### config.mk
export PLATFORM = sky130hd
export DESIGN_NAME = term_write_ctrl_flat
export DESIGN_NICKNAME = d
export VERILOG_FILES = /design/src/rtl/term_pkg.sv /design/src/rtl/term_write_ctrl_if.sv /design/src/rtl/term_write_ctrl_vram_fill.sv /design/src/rtl/term_write_ctrl.sv /design/src/flat_wrapper.sv
export SDC_FILE = /design/constraint.sdc
export NUM_CORES = 1
export LEC_CHECK = 0
export ABC_CLOCK_PERIOD_IN_PS = 6400
export CORE_MARGIN = 10
export CORE_UTILIZATION = 55
export CTS_CLUSTER_SIZE = 14
export DETAILED_ROUTE_END_ITERATION = 10
export PLACE_DENSITY_LB_ADDON = 0.2
export SYNTH_ARGS = -nofsm -noshare
export SYNTH_HDL_FRONTEND = slang
export SYNTH_SLANG_ARGS = --single-unit
### constraint.sdc
create_clock -name clk -period 6.4 [get_ports clk]
set_input_delay 0.96 -clock clk [delete_from_list [all_inputs] [get_ports clk]]
set_output_delay 0.96 -clock clk [all_outputs]
set_load 0.01 [all_outputs]
### src/rtl/term_pkg.sv
// Shared constants and state type for the terminal write controller.
// Backspace handling is enabled by defining TERM_BACKSPACE_EN.
package term_pkg;

  localparam int COLS_DEF = 40;
  localparam int ROWS_DEF = 24;

  localparam logic [5:0]  SPACE_CODE = 6'd32;
  localparam logic [11:0] CLR_WORDS  = 12'd2048;

  localparam logic [7:0] CH_NUL   = 8'h00;
  localparam logic [7:0] CH_BS    = 8'h08;
  localparam logic [7:0] CH_LF    = 8'h0A;
  localparam logic [7:0] CH_CR    = 8'h0D;
  localparam logic [7:0] CH_DEL   = 8'h7F;
  localparam logic [7:0] CH_BS_HI = 8'h88;
  localparam logic [7:0] CH_CR_HI = 8'h8D;
  localparam logic [7:0] CH_CSI   = 8'h9B;

  typedef enum logic [2:0] {
    S_IDLE,
    S_PUT,
    S_NEWLINE,
    S_SCROLL,
    S_CLEAR
  } state_t;

  function automatic logic [4:0] row_dist(
    input logic [4:0] r,
    input logic [4:0] s
  );
    return r - s;
  endfunction

endpackage

### src/rtl/term_write_ctrl_if.sv
// Character handshake and VRAM write bus of the terminal controller.
// Build option TERM_BACKSPACE_EN is handled in the controller.
interface term_write_ctrl_if;

  logic        chr_valid;
  logic [7:0]  chr_data;
  logic        chr_ready;
  logic        vram_w_en;
  logic [10:0] vram_w_addr;
  logic [5:0]  vram_din;

  modport slave (
    input  chr_valid,
    input  chr_data,
    output chr_ready,
    output vram_w_en,
    output vram_w_addr,
    output vram_din
  );

  modport master (
    output chr_valid,
    output chr_data,
    input  chr_ready,
    input  vram_w_en,
    input  vram_w_addr,
    input  vram_din
  );

endinterface

### src/rtl/term_write_ctrl_vram_fill.sv
// Sequential VRAM sweep: one write per cycle from base for count words.
// Used for row scroll and full-screen clear (TERM_BACKSPACE_EN unused here).
module vram_fill (
  input  logic        clk,
  input  logic        rst_n,
  input  logic        start,
  input  logic [10:0] base,
  input  logic [11:0] count,
  output logic        busy,
  output logic        done,
  output logic [10:0] addr
);

  logic [11:0] rem_q;

  always_ff @(posedge clk) begin
    if (!rst_n) begin
      busy  <= 1'b0;
      addr  <= '0;
      rem_q <= '0;
    end else if (start) begin
      busy  <= 1'b1;
      addr  <= base;
      rem_q <= count - 12'd1;
    end else if (busy) begin
      if (rem_q == '0) begin
        busy <= 1'b0;
      end else begin
        addr  <= addr + 11'd1;
        rem_q <= rem_q - 12'd1;
      end
    end
  end

  assign done = busy && (rem_q == '0);

endmodule

### src/rtl/term_write_ctrl.sv
// Terminal write controller: CPU characters to glyph writes in ring VRAM.
// Define TERM_BACKSPACE_EN to make 0x08/0x88 erase the previous cell.
module term_write_ctrl
  import term_pkg::*;
#(
  parameter int COLS = COLS_DEF,
  parameter int ROWS = ROWS_DEF
) (
  input  logic                clk,
  input  logic                rst_n,
  input  logic                clr_req,
  term_write_ctrl_if.slave    bus,
  output logic [4:0]          cursor_row,
  output logic [5:0]          cursor_col,
  output logic [4:0]          start_row,
  output logic                busy
);

  localparam logic [5:0]  COL_MAX = 6'(COLS - 1);
  localparam logic [4:0]  ROWS5   = 5'(ROWS);
  localparam logic [11:0] COLS12  = 12'(COLS);

  state_t      state_q, state_n;
  logic [4:0]  row_q, row_n, start_q, start_n;
  logic [5:0]  col_q, col_n;
  logic        pend_q, pend_n;
  logic        bs_q, bs_n;
  logic        busy_q;
  logic        pw_q, pw_n;
  logic [10:0] pa_q, pa_n;
  logic [5:0]  pd_q, pd_n;

  logic        fill_start;
  logic [10:0] fill_base;
  logic [11:0] fill_cnt;
  logic        fill_busy, fill_done;
  logic [10:0] fill_addr;

  logic        take, is_cr, is_drop, is_bs;
  logic [4:0]  nrow;

  assign bus.chr_ready = rst_n & (state_q == S_IDLE)
                       & ~clr_req & ~pend_q;
  assign take = bus.chr_valid & bus.chr_ready;

  assign is_cr   = (bus.chr_data == CH_CR)
                 | (bus.chr_data == CH_CR_HI);
  assign is_drop = (bus.chr_data == CH_NUL)
                 | (bus.chr_data == CH_LF)
                 | (bus.chr_data == CH_DEL)
                 | (bus.chr_data == CH_CSI);
`ifdef TERM_BACKSPACE_EN
  assign is_bs   = (bus.chr_data == CH_BS)
                 | (bus.chr_data == CH_BS_HI);
`else
  assign is_bs   = 1'b0;
`endif

  assign nrow = row_q + 5'd1;

  always_comb begin
    state_n    = state_q;
    row_n      = row_q;
    col_n      = col_q;
    start_n    = start_q;
    pend_n     = pend_q;
    bs_n       = bs_q;
    pw_n       = 1'b0;
    pa_n       = pa_q;
    pd_n       = pd_q;
    fill_start = 1'b0;
    fill_base  = '0;
    fill_cnt   = '0;

    // a clear arriving mid-operation waits for the next IDLE
    if (clr_req && (state_q == S_PUT || state_q == S_NEWLINE
                    || state_q == S_SCROLL))
      pend_n = 1'b1;

    unique case (state_q)
      S_IDLE: begin
        if (clr_req || pend_q) begin
          state_n    = S_CLEAR;
          row_n      = '0;
          col_n      = '0;
          start_n    = '0;
          pend_n     = 1'b0;
          fill_start = 1'b1;
          fill_cnt   = CLR_WORDS;
        end else if (take) begin
          unique case (1'b1)
            is_cr: begin
              col_n   = '0;
              state_n = S_NEWLINE;
            end
            is_drop: ;
            is_bs: begin
              if (col_q != '0) begin
                col_n   = col_q - 6'd1;
                pw_n    = 1'b1;
                pa_n    = {row_q, col_q - 6'd1};
                pd_n    = SPACE_CODE;
                bs_n    = 1'b1;
                state_n = S_PUT;
              end
            end
            default: begin
              pw_n    = 1'b1;
              pa_n    = {row_q, col_q};
              pd_n    = {~bus.chr_data[6], bus.chr_data[4:0]};
              bs_n    = 1'b0;
              state_n = S_PUT;
            end
          endcase
        end
      end
      S_PUT: begin
        if (bs_q) begin
          state_n = S_IDLE;
        end else if (col_q == COL_MAX) begin
          col_n   = '0;
          state_n = S_NEWLINE;
        end else begin
          col_n   = col_q + 6'd1;
          state_n = S_IDLE;
        end
      end
      S_NEWLINE: begin
        row_n = nrow;
        if (row_dist(nrow, start_q) == ROWS5) begin
          start_n    = start_q + 5'd1;
          fill_start = 1'b1;
          fill_base  = {nrow, 6'd0};
          fill_cnt   = COLS12;
          state_n    = S_SCROLL;
        end else begin
          state_n = S_IDLE;
        end
      end
      S_SCROLL: if (fill_done) state_n = S_IDLE;
      S_CLEAR:  if (fill_done) state_n = S_IDLE;
      default:  state_n = S_IDLE;
    endcase
  end

  always_ff @(posedge clk) begin
    if (!rst_n) begin
      state_q <= S_IDLE;
      row_q   <= '0;
      col_q   <= '0;
      start_q <= '0;
      pend_q  <= 1'b0;
      bs_q    <= 1'b0;
      busy_q  <= 1'b0;
      pw_q    <= 1'b0;
      pa_q    <= '0;
      pd_q    <= '0;
    end else begin
      state_q <= state_n;
      row_q   <= row_n;
      col_q   <= col_n;
      start_q <= start_n;
      pend_q  <= pend_n;
      bs_q    <= bs_n;
      busy_q  <= (state_n != S_IDLE);
      pw_q    <= pw_n;
      pa_q    <= pa_n;
      pd_q    <= pd_n;
    end
  end

  vram_fill u_fill (
    .clk   (clk),
    .rst_n (rst_n),
    .start (fill_start),
    .base  (fill_base),
    .count (fill_cnt),
    .busy  (fill_busy),
    .done  (fill_done),
    .addr  (fill_addr)
  );

  assign bus.vram_w_en   = pw_q | fill_busy;
  assign bus.vram_w_addr = fill_busy ? fill_addr : pa_q;
  assign bus.vram_din    = fill_busy ? SPACE_CODE : pd_q;

  assign cursor_row = row_q;
  assign cursor_col = col_q;
  assign start_row  = start_q;
  assign busy       = busy_q;

endmodule

### src/flat_wrapper.sv
// flat-port wrapper written by rule: the top's interface ports become plain ports
module term_write_ctrl_flat import term_pkg::*;
#(
  parameter int COLS = COLS_DEF,
  parameter int ROWS = ROWS_DEF
)
  (clk, rst_n, clr_req, cursor_row, cursor_col, start_row, busy, bus_chr_valid, bus_chr_data, bus_chr_ready, bus_vram_w_en, bus_vram_w_addr, bus_vram_din);
  term_write_ctrl_if bus_i ();
  input  logic clk;
  input  logic rst_n;
  input  logic clr_req;
  output logic [4:0] cursor_row;
  output logic [5:0] cursor_col;
  output logic [4:0] start_row;
  output logic busy;
  input wire logic [$bits(bus_i.chr_valid)-1:0] bus_chr_valid;
  input wire logic [$bits(bus_i.chr_data)-1:0] bus_chr_data;
  output wire logic [$bits(bus_i.chr_ready)-1:0] bus_chr_ready;
  output wire logic [$bits(bus_i.vram_w_en)-1:0] bus_vram_w_en;
  output wire logic [$bits(bus_i.vram_w_addr)-1:0] bus_vram_w_addr;
  output wire logic [$bits(bus_i.vram_din)-1:0] bus_vram_din;
  assign bus_i.chr_valid = bus_chr_valid;
  assign bus_i.chr_data = bus_chr_data;
  assign bus_chr_ready = bus_i.chr_ready;
  assign bus_vram_w_en = bus_i.vram_w_en;
  assign bus_vram_w_addr = bus_i.vram_w_addr;
  assign bus_vram_din = bus_i.vram_din;
  term_write_ctrl #(.COLS(COLS), .ROWS(ROWS)) u_core (.clk(clk), .rst_n(rst_n), .clr_req(clr_req), .bus(bus_i), .cursor_row(cursor_row), .cursor_col(cursor_col), .start_row(start_row), .busy(busy));
endmodule
* Word-level counts from Yosys, hierarchy flattened *
Cells that the tools add are included.

cells by class
  add/subtract/negate cells = 7
  multiply operators = 0
  div/mod/pow operators = 0
  order comparisons = 0
  eq/ne operators = 16
  shift operators = 0
  muxes and demuxes = 39
  bitwise logic cells = 17
  reduce and logical (&&, ||, !) cells = 20

operator list
  kind                                                 count
  2-to-1 mux 11 bit                                    6
  2-to-1 mux 12 bit                                    4
  2-to-1 mux 6 bit                                     6
  one-hot mux 12 bit (2 select lines)                  1
  subtractor 12 x 1 -> 12 bit, second input constant   2
  one-hot mux 5 bit (2 select lines)                   2
  equality test 8 x 4 -> 1 bit, second input constant  2
  equality test 8 bit, second input constant           2
  logical NOT 12 bit                                   1
  one-hot mux 3 bit (4 select lines)                   1
  one-hot mux 6 bit (2 select lines)                   1
  adder 11 x 1 -> 11 bit, second input constant        1
  adder 5 x 1 -> 5 bit, second input constant          2
  2-to-1 mux 5 bit                                     2
  2-to-1 mux 1 bit                                     9
  2-to-1 mux 3 bit                                     3
  equality test 8 x 7 -> 1 bit, second input constant  1
  logical NOT 8 bit                                    1
  NOT 1 bit                                            8
  adder 6 x 1 -> 6 bit, second input constant          1
  equality test 3 x 2 -> 1 bit, second input constant  2
  equality test 6 bit, second input constant           1
  != test 3 x 2 -> 1 bit, second input constant        2
  one-hot mux 3 bit (2 select lines)                   1
  other kinds (20)                                     37

word-level totals
  register bits = 63
  bits in latches = 0
  bits in writable memories = 0
  memory bits (read-only) = 0
  bits of input ports = 12
  logic and storage cells = 111
  memories kept = 0

* Logic depth before layout (Yosys ltp) *
Gate-level depths: netlist of run 1.

  depth in word-level cells = 9
  gate-level depth with buffers = 15

* Cells and area by module *
From an unflattened synthesis of run 1, not the netlist that was laid out.

second synthesis, totals
  cell total of the unflattened synthesis = 449
  area total of the unflattened synthesis = 3,708.6 sq um

by module, submodules not included
  module           instances  cells each  area an instance (sq um)  seq. area each (sq um)
  term_write_ctrl  1          259         2,147.1                   780.7
  vram_fill        1          190         1,561.5                   480.5

* Worst setup path after synthesis of run 1 *
OpenSTA, ideal clock, no wires.

  path type = register to register
  start = reg u_core.row_q[0], in the netlist u_core.cursor_row[0]
  end = reg u_core.u_fill.rem_q[2]
  arrival time = 2.908 ns
  required time = 6.313 ns
  slack = 3.405 ns
  stages on the path, launching flop included = 15
  path buffers = 2
  clock period less this slack = 2.995 ns
  path through = dfxtp_1 > ha_1 > xor2_1 > ha_1 > a21oi_1 > a21bo_2 > and4_1 > buf_2 > buf_4 > nand2_1 > nand3_1 > ha_1 > inv_1 > a311o_1 > o31ai_1

between the ends
  word-level cells in the longest chain between the ends = 7
  elaborated cells between the ends (all ways) = 9

ends and longest elaborated chain
  item                                                                    line                             RTL
  from (decl)                                                             term_write_ctrl.sv:24            logic [4:0] row_q, row_n, start_q, start_n;
  from (signal assigned)                                                  term_write_ctrl.sv:160           row_q <= row_n;
  adder 5 x 1 -> 5 bit *                                                  term_write_ctrl.sv:59            assign nrow = row_q + 5'd1;
  subtractor 5 bit *                                                      term_pkg.sv:32                   return r - s;
  equality test 5 bit *                                                   term_write_ctrl.sv:130           if (row_dist(nrow, start_q) == ROWS5) begin
  2-to-1 mux 1 bit *                                                      term_write_ctrl.sv:130
  one-hot mux 1 bit (2 select lines) *                                    term_write_ctrl.sv:80            unique case (state_q)
  != test 2 x 1 -> 1 bit (no line) or nonzero test 2 bit (tied branches)  -
  AND reduction 2 bit (no line)                                           -
  to (signal assigned)                                                    term_write_ctrl_vram_fill.sv:24  rem_q <= count - 12'd1;
  to (signal assigned)                                                    term_write_ctrl_vram_fill.sv:30  rem_q <= rem_q - 12'd1;
  to (decl)                                                               term_write_ctrl_vram_fill.sv:14  logic [11:0] rem_q;

Every way passes the cells marked *; elsewhere a longest branch is shown, timed or not.
A chain may end at the register's enable or synchronous reset.

* Final worst setup path of run 1 *
  start = reg u_core.row_q[0], in the netlist u_core.cursor_row[0]
  end = reg u_core.u_fill.rem_q[10]

between the ends
  word-level cells in the longest chain between the ends = 7
  elaborated cells between the ends (all ways) = 12

ends and longest elaborated chain
  item                                                                                       line
  adder 5 x 1 -> 5 bit *                                                                     term_write_ctrl.sv:59
  subtractor 5 bit *                                                                         term_pkg.sv:32
  equality test 5 bit *                                                                      term_write_ctrl.sv:130
  2-to-1 mux 6 bit or 2-to-1 mux 1 bit (tied branches)                                       term_write_ctrl.sv:130
  one-hot mux 12 bit (2 select lines) or one-hot mux 1 bit (2 select lines) (tied branches)  term_write_ctrl.sv:80
  subtractor 12 x 1 -> 12 bit, or another cell as far along                                  term_write_ctrl_vram_fill.sv:24
  2-to-1 mux 12 bit or AND reduction 2 bit (tied branches)                                   -

Marked as above.

==> results of run 1 <==
==> layout make-up <==
class	instances	area, µm²
clock buffers	13	159
multi-input cells	301	2030
repair buffers	51	500
inverters	11	41.3
well taps	75	93.8
fillers	496	1860
flip-flops and latches	63	1260
clock inverters	3	17.5
==> layer usage <==
layer	wire [µm]	part of all wire (%)	up-vias	GRT usage (%)
met5	0	0	-	0
met4	159	1.8	0	6.73
met3	701	7.9	15	5.52
met2	4190	47	116	28.5
met1	3850	43	1499	21.8
li1	-	-	1533	-
==> worst paths after layout <==
kind / start / end / slack [ns] / cells after the start
worst max-delay path: u_core.cursor_row[0]$_SDFFE_PN0P_ / u_core.u_fill.rem_q[10]$_SDFFE_PN0P_ / 2.78 / 13
worst min-delay path: u_core.u_fill.rem_q[11]$_SDFFE_PN0P_ / u_core.u_fill.rem_q[11]$_SDFFE_PN0P_ / 0.45 / 2
worst max register to register: u_core.cursor_row[0]$_SDFFE_PN0P_ / u_core.u_fill.rem_q[10]$_SDFFE_PN0P_ / 2.78 / 13
worst min register to register: u_core.u_fill.rem_q[11]$_SDFFE_PN0P_ / u_core.u_fill.rem_q[11]$_SDFFE_PN0P_ / 0.45 / 2
==> state kept, by name, summed over array words and instances, names as in the netlist <==
register and cells:
u_core.pend_q 1, u_core.busy 1, u_core.pa_q 11, u_core.start_row 5, u_core.pw_q 1, u_core.u_fill.busy 1, u_core.cursor_col 6, u_core.u_fill.rem_q 12
u_core.cursor_row 5, u_core.pd_q 6, u_core.u_fill.addr 11, u_core.state_q 3
==> critical path: stages, from the launching register on <==
cell	delay, ns
dfxtp_1	0.46
ha_1	0.27
xor2_1	0.22
ha_1	0.31
a21oi_1	0.23
a21bo_2	0.17
and4_1	0.54
nand2_1	0.28
nand3_1	0.17
ha_1	0.32
inv_1	0.19
a31oi_1	0.16
o21ai_0	0.09
a21oi_1	0.14
==> power by group through the flow <==
stage / logic, mW / registers, mW / clock network, mW
floorplan: 0.107 / 0.434 / 0
detailed placement: 0.147 / 0.445 / 0
global placement: 0.145 / 0.444 / 0
finish: 0.149 / 0.437 / 0.316
CTS: 0.148 / 0.437 / 0.319
global route: 0.164 / 0.440 / 0.335
==> synthesized netlist by cell type, drive strengths merged, types with 4 or more instances <==
master,n
nor2b,7
nor3,11
nand3b,4
ha,9
nand4,10
mux2i,16
a21oi,30
o21ai,20
nor2,45
a211oi,5
nand3,18
nor4,4
nand2b,4
xnor2,7
mux2,11
clkbuf,15
a31oi,5
xor2,13
inv,11
dfxtp,63
nand2,21
buf,4
and2,6
==> cell families after synthesis <==
logic type | share of synthesized area, %
AND/OR/NAND/NOR | 24.0
AO/OA/AOI/OAI | 17.8
flip-flops | 37.1
buffers and inverters | 3.54
multiplexers | 8.36
XOR/XNOR | 5.86
adder cells (fa/ha/maj) | 3.32
==> impl_metrics.toml, run 1 <==
[cts]
post_cts_resize_count = 0
cts_root_buf = "clkbuf_8"
worstSkewPairLatency_ns = 0.35
clk_pin_slew_ns = 0.07
post_cts.repair.setup_buffers = 0
htreeDepth = 3
cts_buffers = 9
cts_tree = "done"
holdBufCountCts = 0
cts_max_path_buffers = 2
clkSinkCount = 63

[setup_path]
endpoint_kind = "flip-flop"
path_max_fanout = 17
crit_arrival_ns = 3.90
crit_required_ns = 6.68
worstSetupPathType = "reg -> reg"
cp-start-kind = "flip-flop"

[sta]
finalHoldViolCount = 0
fin_tns_setup_ns = 0
rsz0062_at_grt = "no"
worstMarginPinSlew_ns = 0.933
max_freq_ghz = 0.276
slew_headroom_pct = 37.7
fin_skew_ns = 0.00756
whs_ns = 0.446
setup_viol = 0
slew_violations = 0
period_needed_ns = 3.62
period_share_pct = 56.5
finalWorstSetupSlack_ns = 2.78

[route]
first_pass_iters = 5
vias_per_cell = 6.12
antenna_left = 0
via_count = 3163
wire_per_inst_um = 17.2
drc = 0
finalWirelength_um = 8900
drt_iter0_drc = 252

[floorplan]
core_um2 = 5960
initial_core_util_pct = 57.0
dieHeight_um = 98.6
dieWidth_um = 98.6
dieArea_um2 = 9720
io_pins = 48
fp-row-count = 28

[power]
power_frac_clock_pct = 35.0
p_seq_share_pct = 48.4
power.density_nw_per_um2 = 220
vdd_drop_max_mv = 0.161
p_sw_mw = 0.266
sw_frac_of_total_pct = 29.5
combPwrFrac_pct = 16.6
cellLeakagePower_nw = 1.47
p_int_mw = 0.637
power_mw = 0.903

[placement]
gp_congestion = 0.839
port_buffers = 47
dp_slack_ns = 2.84
dp.cells = 501
dpl.hpwl_um = 6330
place_area_um2 = 3920

[final_layout]
postLayoutCellArea_um2 = 4100
final_cells = 517
layout_common_cells = "63 x dfxtp_1, 47 x clkdlybuf4s50_1, 45 x nor2_1, 30 x a21oi_1, 21 x nand2_1"
syn2layout_area_growth_pct = 20.7
layout.nets = 458
layout_commonest_cell = "dfxtp_1"
final_core_util_pct = 68.8
drive_gt1_share_pct = 8.37
n_antenna_cell = 0

[logic_synthesis]
synth_area_leaders = "dfxtp_1 37%, nor2_1 5.0%, mux2i_1 4.7%"
synth_cells = 394
synthArstFlopShare_pct = 0
synthFlopType = "dfxtp_1"
synth_cell_types = 61
syn_area_per_cell_um2 = 8.62
synth_top_area_share_pct = 37.1
ys_warn_count = 0
ys_ff_latch = 63
synth_area_leader_cell = "dfxtp_1"
synth-seq-area-share_pct = 37.1
syn-cell-area_um2 = 3400
synth_edf_count = 0
syn_nets = 415

[global_routing]
grt_pass1_wl_um = 14400
grt_max_degree = 39
grt.overflow.total = 0
antenna_found_initial = 0
grt_pass1_vias = 2910
grt.total_usage_pct = 17.8

[status]
status = "finished clean"

[run]
cap_violations = 0

[min_path]
hp-class = "reg -> reg"
(Power assumes the default switching activity.)
==> run 2, diff against run 1 <==
Settings changed: ABC_CLOCK_PERIOD_IN_PS 6400 to 3300, CORE_UTILIZATION 55 to 49.
Clock period 6.4 ns to 3.3 ns, I/O delays scaled along.
==> impl_metrics.toml, run 2 (synthesis results as in run 1) <==
[route]
wire_per_inst_um = 17.8
met1_length_um = 4070
highest_layer = "met4"
routed-wl-met2_um = 4480
finalWirelength_um = 9370
via_count = 3112
wl_met3_um = 676
first_pass_iters = 4
antenna_left = 0
vias_per_cell = 5.91
drc = 0
drt_iter0_drc = 238

[final_layout]
fillCellCount = 595
n_antenna_cell = 0
syn2layout_area_growth_pct = 22.7
layout_common_cells = "62 x dfxtp_1, 47 x clkdlybuf4s50_1, 45 x nor2_1, 30 x a21oi_1, 21 x nand2_1"
drive_gt1_share_pct = 10.3
top_register = "u_core.u_fill.rem_q"
multi_input_area_um2 = 2030
layout.nets = 463
layout_commonest_cell = "dfxtp_1"
largest_register_ffs = 12
regArea_um2 = 1260
reg.largest.list = "u_core.u_fill.rem_q (12), u_core.pa_q (11), u_core.u_fill.addr (11)"

[placement]
dpl.hpwl_um = 6600
dp_slack_ns = 0.255
port_buffers = 47
gp_congestion = 0.828

[cts]
post_cts.repair.setup_buffers = 0
cts_max_path_buffers = 2
worstSkewPairLatency_ns = 0.35
clkSinkCount = 63
cts_buffers = 9
cts_tree = "done"
cts_root_buf = "clkbuf_8"
htreeDepth = 3
post_cts_resize_count = 0
clk_pin_slew_ns = 0.07
holdBufCountCts = 0

[sta]
worstMarginPinSlew_ns = 0.865
fin_tns_setup_ns = 0
slew_violations = 0
finalHoldViolCount = 0
setup_viol = 0
max_freq_ghz = 0.339
rsz0062_at_grt = "no"
fin_skew_ns = 0.00770
period_needed_ns = 2.95
slew_headroom_pct = 42.3
finalWorstSetupSlack_ns = 0.351
period_share_pct = 89.4

[min_path]
hold_path_depth = 2
hp-class = "reg -> reg"

[floorplan]
dieWidth_um = 103
dieArea_um2 = 10700
io_pins = 48
dieHeight_um = 103
initial_core_util_pct = 50.3
core_um2 = 6760
fp-row-count = 30

[setup_path]
path_max_fanout = 9
crit_arrival_ns = 3.22
worstSetupPathType = "reg -> reg"
cp-start-kind = "flip-flop"
crit_required_ns = 3.57
r2r_cells = 13
endpoint_kind = "flip-flop"

[global_routing]
grt_max_degree = 39
antenna_found_initial = 0
grt.overflow.total = 0
grt_pass1_vias = 3090
grt.total_usage_pct = 18.3
grt_pass1_wl_um = 15400

[power]
power_mw = 1.77
p_seq_share_pct = 47.5
power.density_nw_per_um2 = 425
cellLeakagePower_nw = 1.50
p_sw_mw = 0.532
sw_frac_of_total_pct = 30.1
combPwrFrac_pct = 17.0
vdd_drop_max_mv = 0.290
p_int_mw = 1.24
power_frac_clock_pct = 35.5

[run]
cap_violations = 0

[status]
status = "finished clean"
[run 2: final timing paths]
kind | startpoint | endpoint | slack (ns)
setup / recovery | u_core.cursor_row[0]$_SDFFE_PN0P_ | u_core.u_fill.rem_q[10]$_SDFFE_PN0P_ | 0.35
hold / removal | u_core.u_fill.rem_q[11]$_SDFFE_PN0P_ | u_core.u_fill.rem_q[11]$_SDFFE_PN0P_ | 0.45
setup reg to reg | u_core.cursor_row[0]$_SDFFE_PN0P_ | u_core.u_fill.rem_q[10]$_SDFFE_PN0P_ | 0.35
hold reg to reg | u_core.u_fill.rem_q[11]$_SDFFE_PN0P_ | u_core.u_fill.rem_q[11]$_SDFFE_PN0P_ | 0.45
[run 2: per-layer routing]
metal,vias up,global-route usage (%)
li1,1550,-
met1,1449,23.4
met2,97,29.4
met3,16,5.38
met4,0,5.13
met5,-,0
[run 2: worst max-delay path: stages, from the launching register on]
cell	delay (ns)
dfxtp_2	0.41
ha_1	0.24
xor2_1	0.21
ha_1	0.30
a21oi_1	0.22
a21bo_2	0.17
and4_1	0.21
nand2_1	0.18
nand3_1	0.15
ha_2	0.26
inv_1	0.14
a31oi_1	0.16
o21ai_0	0.09
a21oi_1	0.14
[run 2: area by class of cell]
class | count | area share [%]
Tap cell | 80 | 2.40
Inverter | 11 | 0.991
Timing Repair Buffer | 56 | 13.2
Clock inverter | 5 | 0.781
Multi-Input combinational cell | 301 | 48.7
Clock buffer | 11 | 3.63
Sequential cell | 63 | 30.3
[run 2: power groups by stage]
stage               clock (mW)  sequential, mW  combinational (mW)
floorplan                    0           0.842               0.208
global route             0.675           0.848               0.336
CTS                      0.641           0.840               0.298
global placement             0           0.856               0.292
detailed placement           0           0.858               0.296
finish                   0.629           0.841               0.301
[run 2: metrics by stage]
step	hold WS [ns]	instances	util, %	cell area [µm²]
2_1_floorplan	0.409	394	-	3400
3_3_place_gp	0.424	511	58.9	3980
3_5_place_dp	0.430	511	58.9	3980
4_1_cts	0.444	527	61.6	4160
5_1_grt	0.481	527	61.7	4170
6_report	0.445	527	61.7	4170
